**src/rtl/ahb_slave_arbiter_if.sv**
```systemverilog
// rtl/ahb_slave_arbiter_if.sv - request/control inputs and grant/ready outputs of one slave-port arbiter
interface ahb_slave_arbiter_if #(
    parameter int NUM_MASTERS = 4
);
    logic [NUM_MASTERS-1:0]   req;
    logic [2*NUM_MASTERS-1:0] htrans;
    logic [3*NUM_MASTERS-1:0] hburst;
    logic [NUM_MASTERS-1:0]   mastlock;
    logic                     HREADY;
    logic [NUM_MASTERS-1:0]   addr_gnt;
    logic [NUM_MASTERS-1:0]   data_gnt;
    logic [NUM_MASTERS-1:0]   hready_m;

    // matrix side: drives requests and slave HREADYOUT, receives grants
    modport master (
        output req, htrans, hburst, mastlock, HREADY,
        input  addr_gnt, data_gnt, hready_m
    );

    // arbiter side
    modport slave (
        input  req, htrans, hburst, mastlock, HREADY,
        output addr_gnt, data_gnt, hready_m
    );
endinterface

```
**src/rtl/ahb_slave_arbiter.sv**
```systemverilog
// rtl/ahb_slave_arbiter.sv - AHB-Lite per-slave-port arbiter; AHB_ARB_RR_EN selects round-robin, otherwise fixed priority
module ahb_slave_arbiter #(
    parameter int NUM_MASTERS = 4
) (
    input  logic               HCLK,
    input  logic               HRESET,
    ahb_slave_arbiter_if.slave bus
);
    localparam int IW = (NUM_MASTERS > 1) ? $clog2(NUM_MASTERS) : 1;

    localparam logic [1:0] TR_IDLE   = 2'b00;
    localparam logic [1:0] TR_BUSY   = 2'b01;
    localparam logic [1:0] TR_NONSEQ = 2'b10;
    localparam logic [1:0] TR_SEQ    = 2'b11;

    localparam logic [2:0] HB_SINGLE = 3'd0;
    localparam logic [2:0] HB_INCR   = 3'd1;
    localparam logic [2:0] HB_WRAP4  = 3'd2;
    localparam logic [2:0] HB_INCR4  = 3'd3;
    localparam logic [2:0] HB_WRAP8  = 3'd4;
    localparam logic [2:0] HB_INCR8  = 3'd5;
    localparam logic [2:0] HB_WRAP16 = 3'd6;
    localparam logic [2:0] HB_INCR16 = 3'd7;

    logic [NUM_MASTERS-1:0] r_addr_gnt;
    logic [NUM_MASTERS-1:0] r_data_gnt;
    logic [3:0]             r_burst_cnt;

    logic [1:0]             w_own_trans;
    logic [2:0]             w_own_burst;
    logic                   w_own_lock;
    logic [3:0]             w_cnt_nxt;
    logic                   w_hold;
    logic [NUM_MASTERS-1:0] w_arb;
    logic                   w_arb_found;
    logic [NUM_MASTERS-1:0] w_gnt_nxt;
    logic [NUM_MASTERS-1:0] w_data_nxt;
    logic [NUM_MASTERS-1:0] w_hready_m;

    // control of the current address-phase owner; all zero (IDLE) when nobody owns the port
    always_comb begin
        w_own_trans = TR_IDLE;
        w_own_burst = HB_SINGLE;
        w_own_lock  = 1'b0;
        for (int i = 0; i < NUM_MASTERS; i++) begin
            if (r_addr_gnt[i]) begin
                w_own_trans = bus.htrans[2*i +: 2];
                w_own_burst = bus.hburst[3*i +: 3];
                w_own_lock  = bus.mastlock[i];
            end
        end
    end

    // remaining-beat counter: NONSEQ loads beats-1, SEQ counts down, IDLE cuts the burst short, BUSY pauses
    always_comb begin
        w_cnt_nxt = r_burst_cnt;
        case (w_own_trans)
            TR_IDLE:   w_cnt_nxt = 4'd0;
            TR_BUSY:   w_cnt_nxt = r_burst_cnt;
            TR_NONSEQ: begin
                case (w_own_burst)
                    HB_INCR4, HB_WRAP4:   w_cnt_nxt = 4'd3;
                    HB_INCR8, HB_WRAP8:   w_cnt_nxt = 4'd7;
                    HB_INCR16, HB_WRAP16: w_cnt_nxt = 4'd15;
                    default:              w_cnt_nxt = 4'd0;
                endcase
            end
            TR_SEQ:    w_cnt_nxt = (r_burst_cnt != 4'd0) ? (r_burst_cnt - 4'd1) : 4'd0;
            default:   w_cnt_nxt = 4'd0;
        endcase
    end

    // owner keeps the port while locked, while fixed-length beats remain, or while an INCR burst continues
    always_comb begin
        w_hold = (r_addr_gnt != '0) &&
                 (w_own_lock || (w_cnt_nxt != 4'd0) ||
                  ((w_own_burst == HB_INCR) && ((w_own_trans == TR_SEQ) || (w_own_trans == TR_BUSY))));
    end

`ifdef AHB_ARB_RR_EN
    logic [IW-1:0] r_last_gnt;
    logic [IW-1:0] w_gnt_idx;
    logic [IW-1:0] w_cand;

    // round-robin search starting just after the last master granted
    always_comb begin
        w_arb       = '0;
        w_arb_found = 1'b0;
        w_cand      = '0;
        for (int k = 1; k <= NUM_MASTERS; k++) begin
            int v_pos;
            v_pos = int'(r_last_gnt) + k;
            if (v_pos >= NUM_MASTERS) begin
                v_pos = v_pos - NUM_MASTERS;
            end
            w_cand = IW'(v_pos);
            if (!w_arb_found && bus.req[w_cand]) begin
                w_arb_found    = 1'b1;
                w_arb[w_cand]  = 1'b1;
            end
        end
    end

    // index of the next grant, used to move the round-robin pointer
    always_comb begin
        w_gnt_idx = '0;
        for (int i = 0; i < NUM_MASTERS; i++) begin
            if (w_gnt_nxt[i]) begin
                w_gnt_idx = IW'(i);
            end
        end
    end

    // pointer follows each new nonzero grant; reset value makes master 0 win first
    always_ff @(posedge HCLK or posedge HRESET) begin
        if (HRESET) begin
            r_last_gnt <= IW'(NUM_MASTERS - 1);
        end else if (bus.HREADY && (w_gnt_nxt != '0) && (w_gnt_nxt != r_addr_gnt)) begin
            r_last_gnt <= w_gnt_idx;
        end
    end
`else
    // fixed priority: lowest requesting index wins
    always_comb begin
        w_arb       = '0;
        w_arb_found = 1'b0;
        for (int i = 0; i < NUM_MASTERS; i++) begin
            if (!w_arb_found && bus.req[i]) begin
                w_arb_found = 1'b1;
                w_arb[i]    = 1'b1;
            end
        end
    end
`endif

    // next grants: address phase held or re-arbitrated, data phase inherits an active address phase
    always_comb begin
        w_gnt_nxt  = w_hold ? r_addr_gnt : w_arb;
        w_data_nxt = ((w_own_trans == TR_NONSEQ) || (w_own_trans == TR_SEQ)) ? r_addr_gnt : '0;
    end

    // ownership registers advance only when the slave accepts (HREADY high)
    always_ff @(posedge HCLK or posedge HRESET) begin
        if (HRESET) begin
            r_addr_gnt  <= '0;
            r_data_gnt  <= '0;
            r_burst_cnt <= 4'd0;
        end else if (bus.HREADY) begin
            r_addr_gnt  <= w_gnt_nxt;
            r_data_gnt  <= w_data_nxt;
            r_burst_cnt <= w_cnt_nxt;
        end
    end

    // owners see the slave's HREADY, waiting requesters are stalled, idle masters see ready
    always_comb begin
        w_hready_m = '1;
        for (int i = 0; i < NUM_MASTERS; i++) begin
            if (r_addr_gnt[i] || r_data_gnt[i]) begin
                w_hready_m[i] = bus.HREADY;
            end else if (bus.req[i]) begin
                w_hready_m[i] = 1'b0;
            end
        end
    end

    assign bus.addr_gnt = r_addr_gnt;
    assign bus.data_gnt = r_data_gnt;
    assign bus.hready_m = w_hready_m;
endmodule
```
**src/flat_wrapper.sv**
```systemverilog
// flat-port wrapper written by rule: the top's interface ports become plain ports
module ahb_slave_arbiter_flat 
#(
    parameter int NUM_MASTERS = 4
)
  (HCLK, HRESET, bus_req, bus_htrans, bus_hburst, bus_mastlock, bus_HREADY, bus_addr_gnt, bus_data_gnt, bus_hready_m);
  ahb_slave_arbiter_if #(.NUM_MASTERS(NUM_MASTERS)) bus_i ();
  input  logic HCLK;
  input  logic HRESET;
  input wire logic [$bits(bus_i.req)-1:0] bus_req;
  input wire logic [$bits(bus_i.htrans)-1:0] bus_htrans;
  input wire logic [$bits(bus_i.hburst)-1:0] bus_hburst;
  input wire logic [$bits(bus_i.mastlock)-1:0] bus_mastlock;
  input wire logic [$bits(bus_i.HREADY)-1:0] bus_HREADY;
  output wire logic [$bits(bus_i.addr_gnt)-1:0] bus_addr_gnt;
  output wire logic [$bits(bus_i.data_gnt)-1:0] bus_data_gnt;
  output wire logic [$bits(bus_i.hready_m)-1:0] bus_hready_m;
  assign bus_i.req = bus_req;
  assign bus_i.htrans = bus_htrans;
  assign bus_i.hburst = bus_hburst;
  assign bus_i.mastlock = bus_mastlock;
  assign bus_i.HREADY = bus_HREADY;
  assign bus_addr_gnt = bus_i.addr_gnt;
  assign bus_data_gnt = bus_i.data_gnt;
  assign bus_hready_m = bus_i.hready_m;
  ahb_slave_arbiter #(.NUM_MASTERS(NUM_MASTERS)) u_core (.HCLK(HCLK), .HRESET(HRESET), .bus(bus_i));
endmodule
```
**config.mk**
```make
export PLATFORM = sky130hd
export DESIGN_NAME = ahb_slave_arbiter_flat
export DESIGN_NICKNAME = d
export VERILOG_FILES = /design/src/rtl/ahb_slave_arbiter_if.sv /design/src/rtl/ahb_slave_arbiter.sv /design/src/flat_wrapper.sv
export SDC_FILE = /design/constraint.sdc
export NUM_CORES = 1
export LEC_CHECK = 0
export BUFFER_PORTS_ARGS = -buffer_cell sky130_fd_sc_hd__buf_2
export CORE_ASPECT_RATIO = 0.75
export CORE_UTILIZATION = 52
export CTS_CLUSTER_DIAMETER = 80
export DETAILED_ROUTE_END_ITERATION = 7
export PLACE_DENSITY = 0.89
export SYNTH_ARGS = -nofsm -noshare
export SYNTH_HDL_FRONTEND = slang
export SYNTH_SLANG_ARGS = --single-unit
```
**constraint.sdc**
```tcl
create_clock -name HCLK -period 6.35 [get_ports HCLK]
set_input_delay 0.635 -clock HCLK [delete_from_list [all_inputs] [get_ports HCLK]]
set_output_delay 0.635 -clock HCLK [all_outputs]
set_load 0.02 [all_outputs]
```
# == Word level (Yosys, flattened, before mapping) ==
# Index checks and enable logic that the tools add are counted.
# word_totals
input_bits,31
register_bits,12
ram_bits,0
latch_bits,0
mem_bits_ro,0
output_inout_bits,12
mem_count,0
wordCells,69
# op_classes
add_sub_neg,1
n_shift,0
eq_ne,10
div_mod_pow,0
reduce_logical,24
mul,0
order_cmp,0
n_mux,30
n_bitwise,1
# ops
op,n
2-to-1 mux 1 bit,18
case mux 4 bit (4 select lines),1
== test 3 bit (second input constant),4
2-to-1 mux 3 bit,4
case mux 4 bit (3 select lines),1
nonzero test 4 bit,3
logical OR 1 bit,8
2-to-1 mux 2 bit,4
2-to-1 mux 4 bit,2
== test 3 x 2 -> 1 bit (second input constant),2
OR reduction 2 bit,3
logical AND 1 bit,5
== test 2 bit (second input constant),2
subtractor 4 x 1 -> 4 bit (second input constant),1
== test 3 x 1 -> 1 bit (second input constant),1
logical NOT 1 bit,3
== test 2 x 1 -> 1 bit (second input constant),1
logical NOT 2 bit,1
AND reduction 2 bit,1
inverter 1 bit,1

# == Depth between registers and ports, before layout ==
# Gate-level depths: netlist of run 1.
# logic_depth
word_depth,14
depth_mapped,8
ltp_nobuf,8

# == Worst setup path before layout of run 1 ==
# Ideal clock, no wire load.
# synth_path
path_kind,input -> register
startpoint,input bus_htrans[7]
endpoint,"register u_core.r_addr_gnt[0], in the netlist u_core.bus.addr_gnt[0]"
path_slack_ns,4.059
path_stages,6
setup_time_ns,0.125
t_required_ns,6.225
arrival_time_ns,2.166
path_buffers,0
path_cell_list,and2b_1 a311oi_4 mux2_2 o21bai_1 o2111ai_4 mux2_4
# synth_via
elab_chain_len,9
elab_cells_between_ends,14
classes_between,eq/ne: 3; mux: 2; bitwise: 1; reduce/logical: 8
# synth_lines
item,line_no,source
from (decl),flat_wrapper.sv:11,input wire logic [$bits(bus_i.htrans)-1:0] bus_htrans;
2-to-1 mux 2 bit (*),ahb_slave_arbiter.sv:46,if (r_addr_gnt[i]) begin
== test 2 bit (tied with other cells),"ahb_slave_arbiter.sv:57, ahb_slave_arbiter.sv:77",
case mux 4 bit (4 select lines),ahb_slave_arbiter.sv:57,case (w_own_trans)
nonzero test 4 bit,ahb_slave_arbiter.sv:76,(w_own_lock || (w_cnt_nxt != 4'd0) ||
logical OR 1 bit,ahb_slave_arbiter.sv:76,
logical OR 1 bit (*),ahb_slave_arbiter.sv:76,
logical AND 1 bit (*),ahb_slave_arbiter.sv:75,w_hold = (r_addr_gnt != '0) &&
inverter 1 bit (no source line) (*),-,
AND reduction 2 bit (no source line) (*),-,
to (signal assigned),ahb_slave_arbiter.sv:149,r_addr_gnt <= w_gnt_nxt;
to (decl),ahb_slave_arbiter.sv:25,logic [NUM_MASTERS-1:0] r_addr_gnt;
# Every way passes the cells marked *; elsewhere a longest branch is shown, timed or not.
# A chain may end at the register's enable or synchronous reset.

# == Worst setup path after layout of run 1 ==
# layout_path
startpoint,"register u_core.r_addr_gnt[1], in the netlist u_core.bus.addr_gnt[1]"
endpoint,"register u_core.r_addr_gnt[1], in the netlist u_core.bus.addr_gnt[1]"
# layout_via
elab_chain_len,13
elab_cells_between_ends,34
classes_between,eq/ne: 10; mux: 11; bitwise: 1; reduce/logical: 12
# layout_lines
item,line_no,source
2-to-1 mux 3 bit (3 in series),ahb_slave_arbiter.sv:46,
== test 3 bit or == test 3 x 2 -> 1 bit (tied branches),ahb_slave_arbiter.sv:61,case (w_own_burst)
OR reduction 2 bit,ahb_slave_arbiter.sv:61,
case mux 4 bit (3 select lines),ahb_slave_arbiter.sv:61,
case mux 4 bit (4 select lines),ahb_slave_arbiter.sv:57,
nonzero test 4 bit,ahb_slave_arbiter.sv:76,
logical OR 1 bit (2 in series),ahb_slave_arbiter.sv:76,
logical AND 1 bit (*),ahb_slave_arbiter.sv:75,
inverter 1 bit (no source line) (*),-,
AND reduction 2 bit (no source line) (*),-,
# Marks and branches as above.

==> summary.txt, run 1 <==
Layout
  – Multi-input gate area: 708 um^2
  – Post-route design area: 1310 um^2
  – FILL cells: 161
  – Area growth from synthesis to final layout: 18.4%
  – N_diodes: 0
  – Nets: 187
  – Layout cells sized above 1: 42.5%
  – FF/Latch Area: 300 um^2

Setup path
  – Reg2Reg Capture Point: u_core.bus.addr_gnt[1]
  – Crit-path max FO: 14
  – Flop2flop setup slack: 3.44 ns
  – Reg2reg path depth: 6
  – Worst Path Required: 6.49 ns
  – Critical path capture point type: flip-flop
  – WP buf/inv: 0
  – Cells along the critical path: nand3b_2, a311oi_4, mux2_2, o21bai_1, o2111ai_4, mux2_4
  – Top delay family on crit path: compound AO/OA/AOI/OAI gates
  – Crit Path Class: flip-flop to flip-flop
  – Worst path max stage delay: 0.73 ns
  – Crit path launch type: flip-flop
  – CP arrival: 3.05 ns
  – Worst R2R Start: u_core.bus.addr_gnt[1]
  – Crit-path slowest cell: a311oi_4

Power
  – Pwr dens: 483 nW/um^2
  – Pleak: 0.628 nW
  – VDD IR max: 0.000266 V

Clocking
  – CTS clk-pin slew, worst paths: 0.06 ns
  – Worst-Skew Late Latency: 0.26 ns
  – H-Tree Depth: 1
  – Number of CTS-inserted buffers: 3
  – Post-cts hold buffer count: 0
  – Max Buffers Root-to-Sink: 2
  – Post-CTS setup buffer count: 0
  – Root buffer cell: clkbuf_4
  – CTS resizes: 0
  – CTS Sinks: 12
  – TritonCTS clock tree: built

Logic synthesis
  – Synth cell count leaders: nor2_1 (15), dfrtp_1 (12), inv_1 (9)
  – Area leader, netlist: dfrtp_1
  – Post-Syn Area per Cell: 9.59 um^2
  – Post-synth EDFFs: 0
  – Synth top area share: 27.2%
  – Seq cells post-synth: 12
  – Sequential fraction of the synthesis area: 27.2%
  – Count of unique library cells instantiated by Yosys: 53
  – Post-Syn Area: 1100 um^2
  – Cells after Synth: 115
  – Count leader, synth: nor2_1
  – Main synth FF type: dfrtp_1
  – Yosys Warn Count: 0
  – Post-synthesis async set-or-reset flop share: 100%
  – Syn Nets: 147
  – Main area contributors after synthesis: dfrtp_1 (27%), nor2_1 (5.1%), mux2_4 (4.1%)

Die
  – Die Area: 2310 um^2
  – Core Region: 2000 um^2
  – Die width: 55.2 um
  – Die H: 41.9 um
  – I/O pin cnt: 43
  – Core Rows: 14
  – Initial Util: 55.2%

Route
  – Drt first pass iters: 5
  – Total number of vias: 1,061
  – Detailed Route Iter0 Violations: 19
  – Detail Route Antenna Nets: 0
  – Wire per inst: 15.7 um
  – Via density per instance: 5.99
  – DRT Wirelength: 2780 um
  – DR DRC count: 0

Global routing
  – Total track usage: 25.0%
  – Largest net degree at the start of global routing: 20
  – Initial antenna violation count: 0
  – Vias in the first global route: 954
  – First-pass GRT wire length: 4120 um
  – Grt total ovfl: 0

Placement
  – IO Port Bufs: 42
  – DP Area: 1280 um^2
  – Post-DP HPWL: 2140 um
  – Routability cong.: 0.912

Outcome
  – Status: complete, no violations

Timing
  – Endpoints failing hold: 0
  – Setup TNS: 0 ns
  – Worst-Margin Slew: 0.803 ns
  – Setup Viol. Count Final: 0
  – F_max: 344 MHz
  – Slew HR: 46.4%
  – RSZ-0062 raised after global routing: no
  – Max-slew violations: 0
  – Final min period: 2.91 ns
  – Final period utilization: 45.8%
  – Fin Clk Skew: 0.00170 ns

Hold path
  – Hold crit path type: input port to asynchronous set/reset pin

Flow run
  – Max Cap Viol: 0
-- metal layers --
layer	track usage (%)	part of all wire, %	vias to the layer above	routed length, um
li1	-	-	520	-
met1	35.0	48	496	1330
met2	40.0	46	41	1280
met3	3.30	5.2	4	146
met4	6.50	0.90	0	25
met5	0	0	-	0
-- through the flow --
stage               hold WS, ns  power (mW)  setup WS [ns]  cells  util, %
floorplan                 0.500       0.515           4.06    115        -
global placement          0.520       0.563           3.59    174     64.2
detailed placement        0.522       0.583           3.45    174     64.2
CTS                       0.381       0.628           3.46    177     65.4
global route              0.405       0.670           3.30    177     65.4
finish                    0.372       0.630           3.44    177     65.4
-- state kept, by name (all words and copies together), names as in the netlist --
signal / count
u_core.bus.addr_gnt: 4
u_core.bus.data_gnt: 4
u_core.r_burst_cnt: 4
-- worst register-to-register path, delay by kind of cell (launching register included) --
| kind | cells | cell delay, ns |
|---|---|---|
| flops | 1 | 0.55 |
| simple gates | 1 | 0.33 |
| compound gates | 3 | 1.14 |
| mux | 2 | 0.76 |
-- area by class of cell --
cell class | instances | area share, %
multi-input combinational | 87 | 54.3
sequential | 12 | 23.0
timing repair buffer | 42 | 16.1
inverter | 9 | 2.59
tap | 24 | 2.30
clock buffer | 3 | 1.73
-- report_power, final --
part	internal [mW]	total [mW]	leakage (nW)	switching, mW
Sequential	0.104	0.156	0.158	0.0528
Clock	0.0219	0.0429	0.0138	0.0210
Combinational	0.196	0.431	0.457	0.235
-- cells in the final DEF (no fill, tap or decap), types with 4 or more instances in the layout --
master	netlist	final
a21oi_1	7	7
buf_2	2	42
dfrtp_1	12	12
inv_1	9	9
nand2_1	4	4
nand3_1	4	4
nor2_1	15	15
o21ai_1	4	4
-- kinds of logic after synthesis --
group                    synth area share, %
AO/OA/AOI/OAI                           36.1
adder cells (fa/ha/maj)                 1.13
buffers and inverters                   8.51
flip-flops                              27.2
multiplexers                            6.02
AND/OR/NAND/NOR                         21.0
-- how the worst max path moves through the flow --
stage / start / endpoint / cells after the start
after global placement: bus_htrans[7] / u_core.bus.addr_gnt[0] / 7
after global routing: u_core.bus.addr_gnt[1] / u_core.bus.addr_gnt[1] / 6
after CTS: u_core.bus.addr_gnt[1] / u_core.bus.addr_gnt[1] / 6
final: u_core.bus.addr_gnt[1] / u_core.bus.addr_gnt[1] / 6
after floorplan: bus_htrans[7] / u_core.bus.addr_gnt[0] / 6
after detailed placement: bus_htrans[7] / u_core.bus.addr_gnt[1] / 7
(Power assumes the default switching activity.)
==> run 2: changes to the inputs <==
--- a/config.mk
+++ b/config.mk
@@ -7,10 +7,10 @@
 export LEC_CHECK = 0
 export BUFFER_PORTS_ARGS = -buffer_cell sky130_fd_sc_hd__buf_2
 export CORE_ASPECT_RATIO = 0.75
-export CORE_UTILIZATION = 52
+export CORE_UTILIZATION = 48
 export CTS_CLUSTER_DIAMETER = 80
 export DETAILED_ROUTE_END_ITERATION = 7
-export PLACE_DENSITY = 0.89
+export PLACE_DENSITY = 0.83
 export SYNTH_ARGS = -nofsm -noshare
 export SYNTH_HDL_FRONTEND = slang
 export SYNTH_SLANG_ARGS = --single-unit
==> constraint.sdc (replaced) <==
create_clock -name HCLK -period 3 [get_ports HCLK]
set_input_delay 0.3 -clock HCLK [delete_from_list [all_inputs] [get_ports HCLK]]
set_output_delay 0.3 -clock HCLK [all_outputs]
set_load 0.02 [all_outputs]
==> summary.txt, run 2 (same netlist as run 1, synthesis figures left out) <==
Die
  – Initial Util: 52.9% (-2.3 points)
  – I/O pin cnt: 43 (unchanged)
  – Core Rows: 14 (unchanged)
  – Core Region: 2080 um^2 (+4.4%)
  – Die H: 43.5 um (+3.9%)
  – Die Area: 2490 um^2 (+8.0%)
  – Die width: 57.3 um (+3.9%)

Route
  – Total number of vias: 1,033 (-2.6%)
  – DR DRC count: 4 (+4)
  – Detailed Route Iter0 Violations: 63 (+44)
  – Detail Route Antenna Nets: 0 (unchanged)
  – Drt first pass iters: 6 (+1)
  – Via density per instance: 5.74 (-4.3%)
  – DRT Wirelength: 2550 um (-8.3%)
  – Wire per inst: 14.2 um (-9.9%)

Power
  – Gate power share: 67.8% (-0.6 points)
  – Pleak: 0.646 nW (+2.8%)
  – Sw power: 0.646 mW (+110%)
  – Clock share of power: 9.3% (+2.5 points)
  – VDD IR max: 0.000502 V (+88%)
  – Internal power: 0.724 mW (+130%)
  – Pwr dens: 1030 nW/um^2 (+110%)
  – Reg power frac: 22.9% (-1.9 points)
  – Sw Ratio: 47.1% (-1.9 points)

Timing
  – Worst-Margin Slew: 0.506 ns (-0.297 ns)
  – Post-route setup slack: 0.387 ns (-3.06 ns)
  – F_max: 383 MHz (+11%)
  – RSZ-0062 raised after global routing: no
  – Setup TNS: 0 ns (unchanged)
  – Max-slew violations: 0 (unchanged)
  – Final period utilization: 87.1% (+41 points)
  – Setup Viol. Count Final: 0 (unchanged)
  – Fin Clk Skew: 0.0101 ns (+0.00838 ns)
  – Endpoints failing hold: 0 (unchanged)
  – Slew HR: 66.2% (+20 points)
  – Final min period: 2.61 ns (-0.292 ns)

Layout
  – Layout cells sized above 1: 43.6% (+1.1 points)
  – N_diodes: 0 (unchanged)
  – Commonest non-fill, non-tap cells in the layout: buf_2 (42), nor2_1 (15), dfrtp_1 (12)
  – FILL cells: 164 (+1.9%)
  – Multi-input gate area: 708 um^2 (unchanged)
  – Commonest non-fill, non-tap cell in the layout: buf_2
  – FF/Latch Area: 300 um^2 (unchanged)
  – Area growth from synthesis to final layout: 21.0%
  – Nets: 189 (+1.1%)
  – Final Non-Filler Cells: 180 (+1.7%)

Placement
  – IO Port Bufs: 42 (unchanged)
  – DP Worst Slack: 0.449 ns (-3.00 ns)
  – Routability cong.: 0.903 (-0.94%)
  – Post-DP HPWL: 2090 um (-2.3%)
  – Placed cell count: 176 (+1.1%)

Clocking
  – CTS Sinks: 12 (unchanged)
  – Root buffer cell: clkbuf_4
  – CTS clk-pin slew, worst paths: 0.08 ns (+0.02 ns)
  – TritonCTS clock tree: built
  – CTS resizes: 0 (unchanged)
  – Number of CTS-inserted buffers: 3 (unchanged)
  – Max Buffers Root-to-Sink: 2 (unchanged)
  – Post-cts hold buffer count: 0 (unchanged)
  – H-Tree Depth: 1 (unchanged)
  – Post-CTS setup buffer count: 0 (unchanged)
  – Worst-Skew Late Latency: 0.28 ns (+0.02 ns)

Global routing
  – Initial antenna violation count: 0 (unchanged)
  – Total track usage: 22.0% (-3.0 points)
  – First-pass GRT wire length: 4170 um (+1.3%)
  – Grt total ovfl: 0 (unchanged)
  – Vias in the first global route: 925 (-3.0%)
  – Largest net degree at the start of global routing: 20 (unchanged)

Outcome
  – Status: finished with violations
  – Failing checks: design-rule violations

Setup path
  – Flop2flop setup slack: 0.39 ns (-3.06 ns)
  – Crit-path slowest cell: dfrtp_1
  – Crit path launch type: flip-flop
  – Worst path max stage delay: 0.53 ns (-0.20 ns)
  – Crit Path Class: flip-flop to flip-flop
  – Worst Path Required: 3.17 ns (-3.32 ns)
  – Cells along the critical path: nor3b_2, a311oi_4, mux2_2, o21bai_1, o2111ai_4, mux2_4
  – Crit-path max FO: 13 (-1)
  – CP arrival: 2.78 ns (-0.27 ns)
  – Critical path capture point type: flip-flop

Hold path
  – Hold crit path type: input port to asynchronous set/reset pin

Flow run
  – Max Cap Viol: 0 (unchanged)
[run 2: through the flow]
stage	power, mW	util, %	hold slack (ns)	cell area (um^2)
floorplan	1.09	-	0.165	1100
global placement	1.21	62.2	0.322	1300
detailed placement	1.24	62.2	0.319	1300
CTS	1.37	64.0	0.0206	1330
global route	1.47	64.0	0.0491	1330
finish	1.37	64.0	0.00985	1330
[run 2: worst paths after layout]
| path | to | startpoint | cells after the start |
|---|---|---|---|
| min in group HCLK | u_core.bus.data_gnt[3] | bus_htrans[7] | 3 |
| max in group asynchronous | u_core.r_burst_cnt[0] | HRESET | 2 |
| min reg2reg | u_core.bus.data_gnt[0] | u_core.bus.data_gnt[0] | 2 |
| max reg2reg | u_core.bus.addr_gnt[1] | u_core.bus.addr_gnt[2] | 6 |
| min | u_core.bus.addr_gnt[0] | HRESET | 2 |
| max | u_core.bus.addr_gnt[1] | u_core.bus.addr_gnt[2] | 6 |
[run 2: worst max-delay path, delay by kind of cell, from the launching register on]
kind             cells  cell delay, ns
AO/OA/AOI/OAI        3            0.99
flip-flops           1            0.53
AND/OR/NAND/NOR      1            0.25
multiplexers         2            0.73
[run 2: final cells by class]
type                            instances  area share, %
Multi-Input combinational cell         87           53.1
Sequential cell                        12           22.5
Timing Repair Buffer                   44           16.9
Clock buffer                            4           2.72
Inverter                                9           2.53
Tap cell                               24           2.25
[run 2: power groups by stage]
stage / logic [mW] / clock network, mW / registers [mW]
global route: 1.01 / 0.140 / 0.326
floorplan: 0.769 / 0 / 0.321
global placement: 0.904 / 0 / 0.310
CTS: 0.927 / 0.129 / 0.311
detailed placement: 0.923 / 0 / 0.314
finish: 0.929 / 0.128 / 0.314
[run 2: layer usage]
| layer | up-vias | share of wire [%] | track usage [%] |
|---|---|---|---|
| met2 | 54 | 42 | 34.8 |
| met4 | 0 | 1.6 | 8.78 |
| li1 | 523 | - | - |
| met3 | 5 | 7.2 | 1.79 |
| met1 | 451 | 49 | 31.5 |
| met5 | - | 0 | 0 |
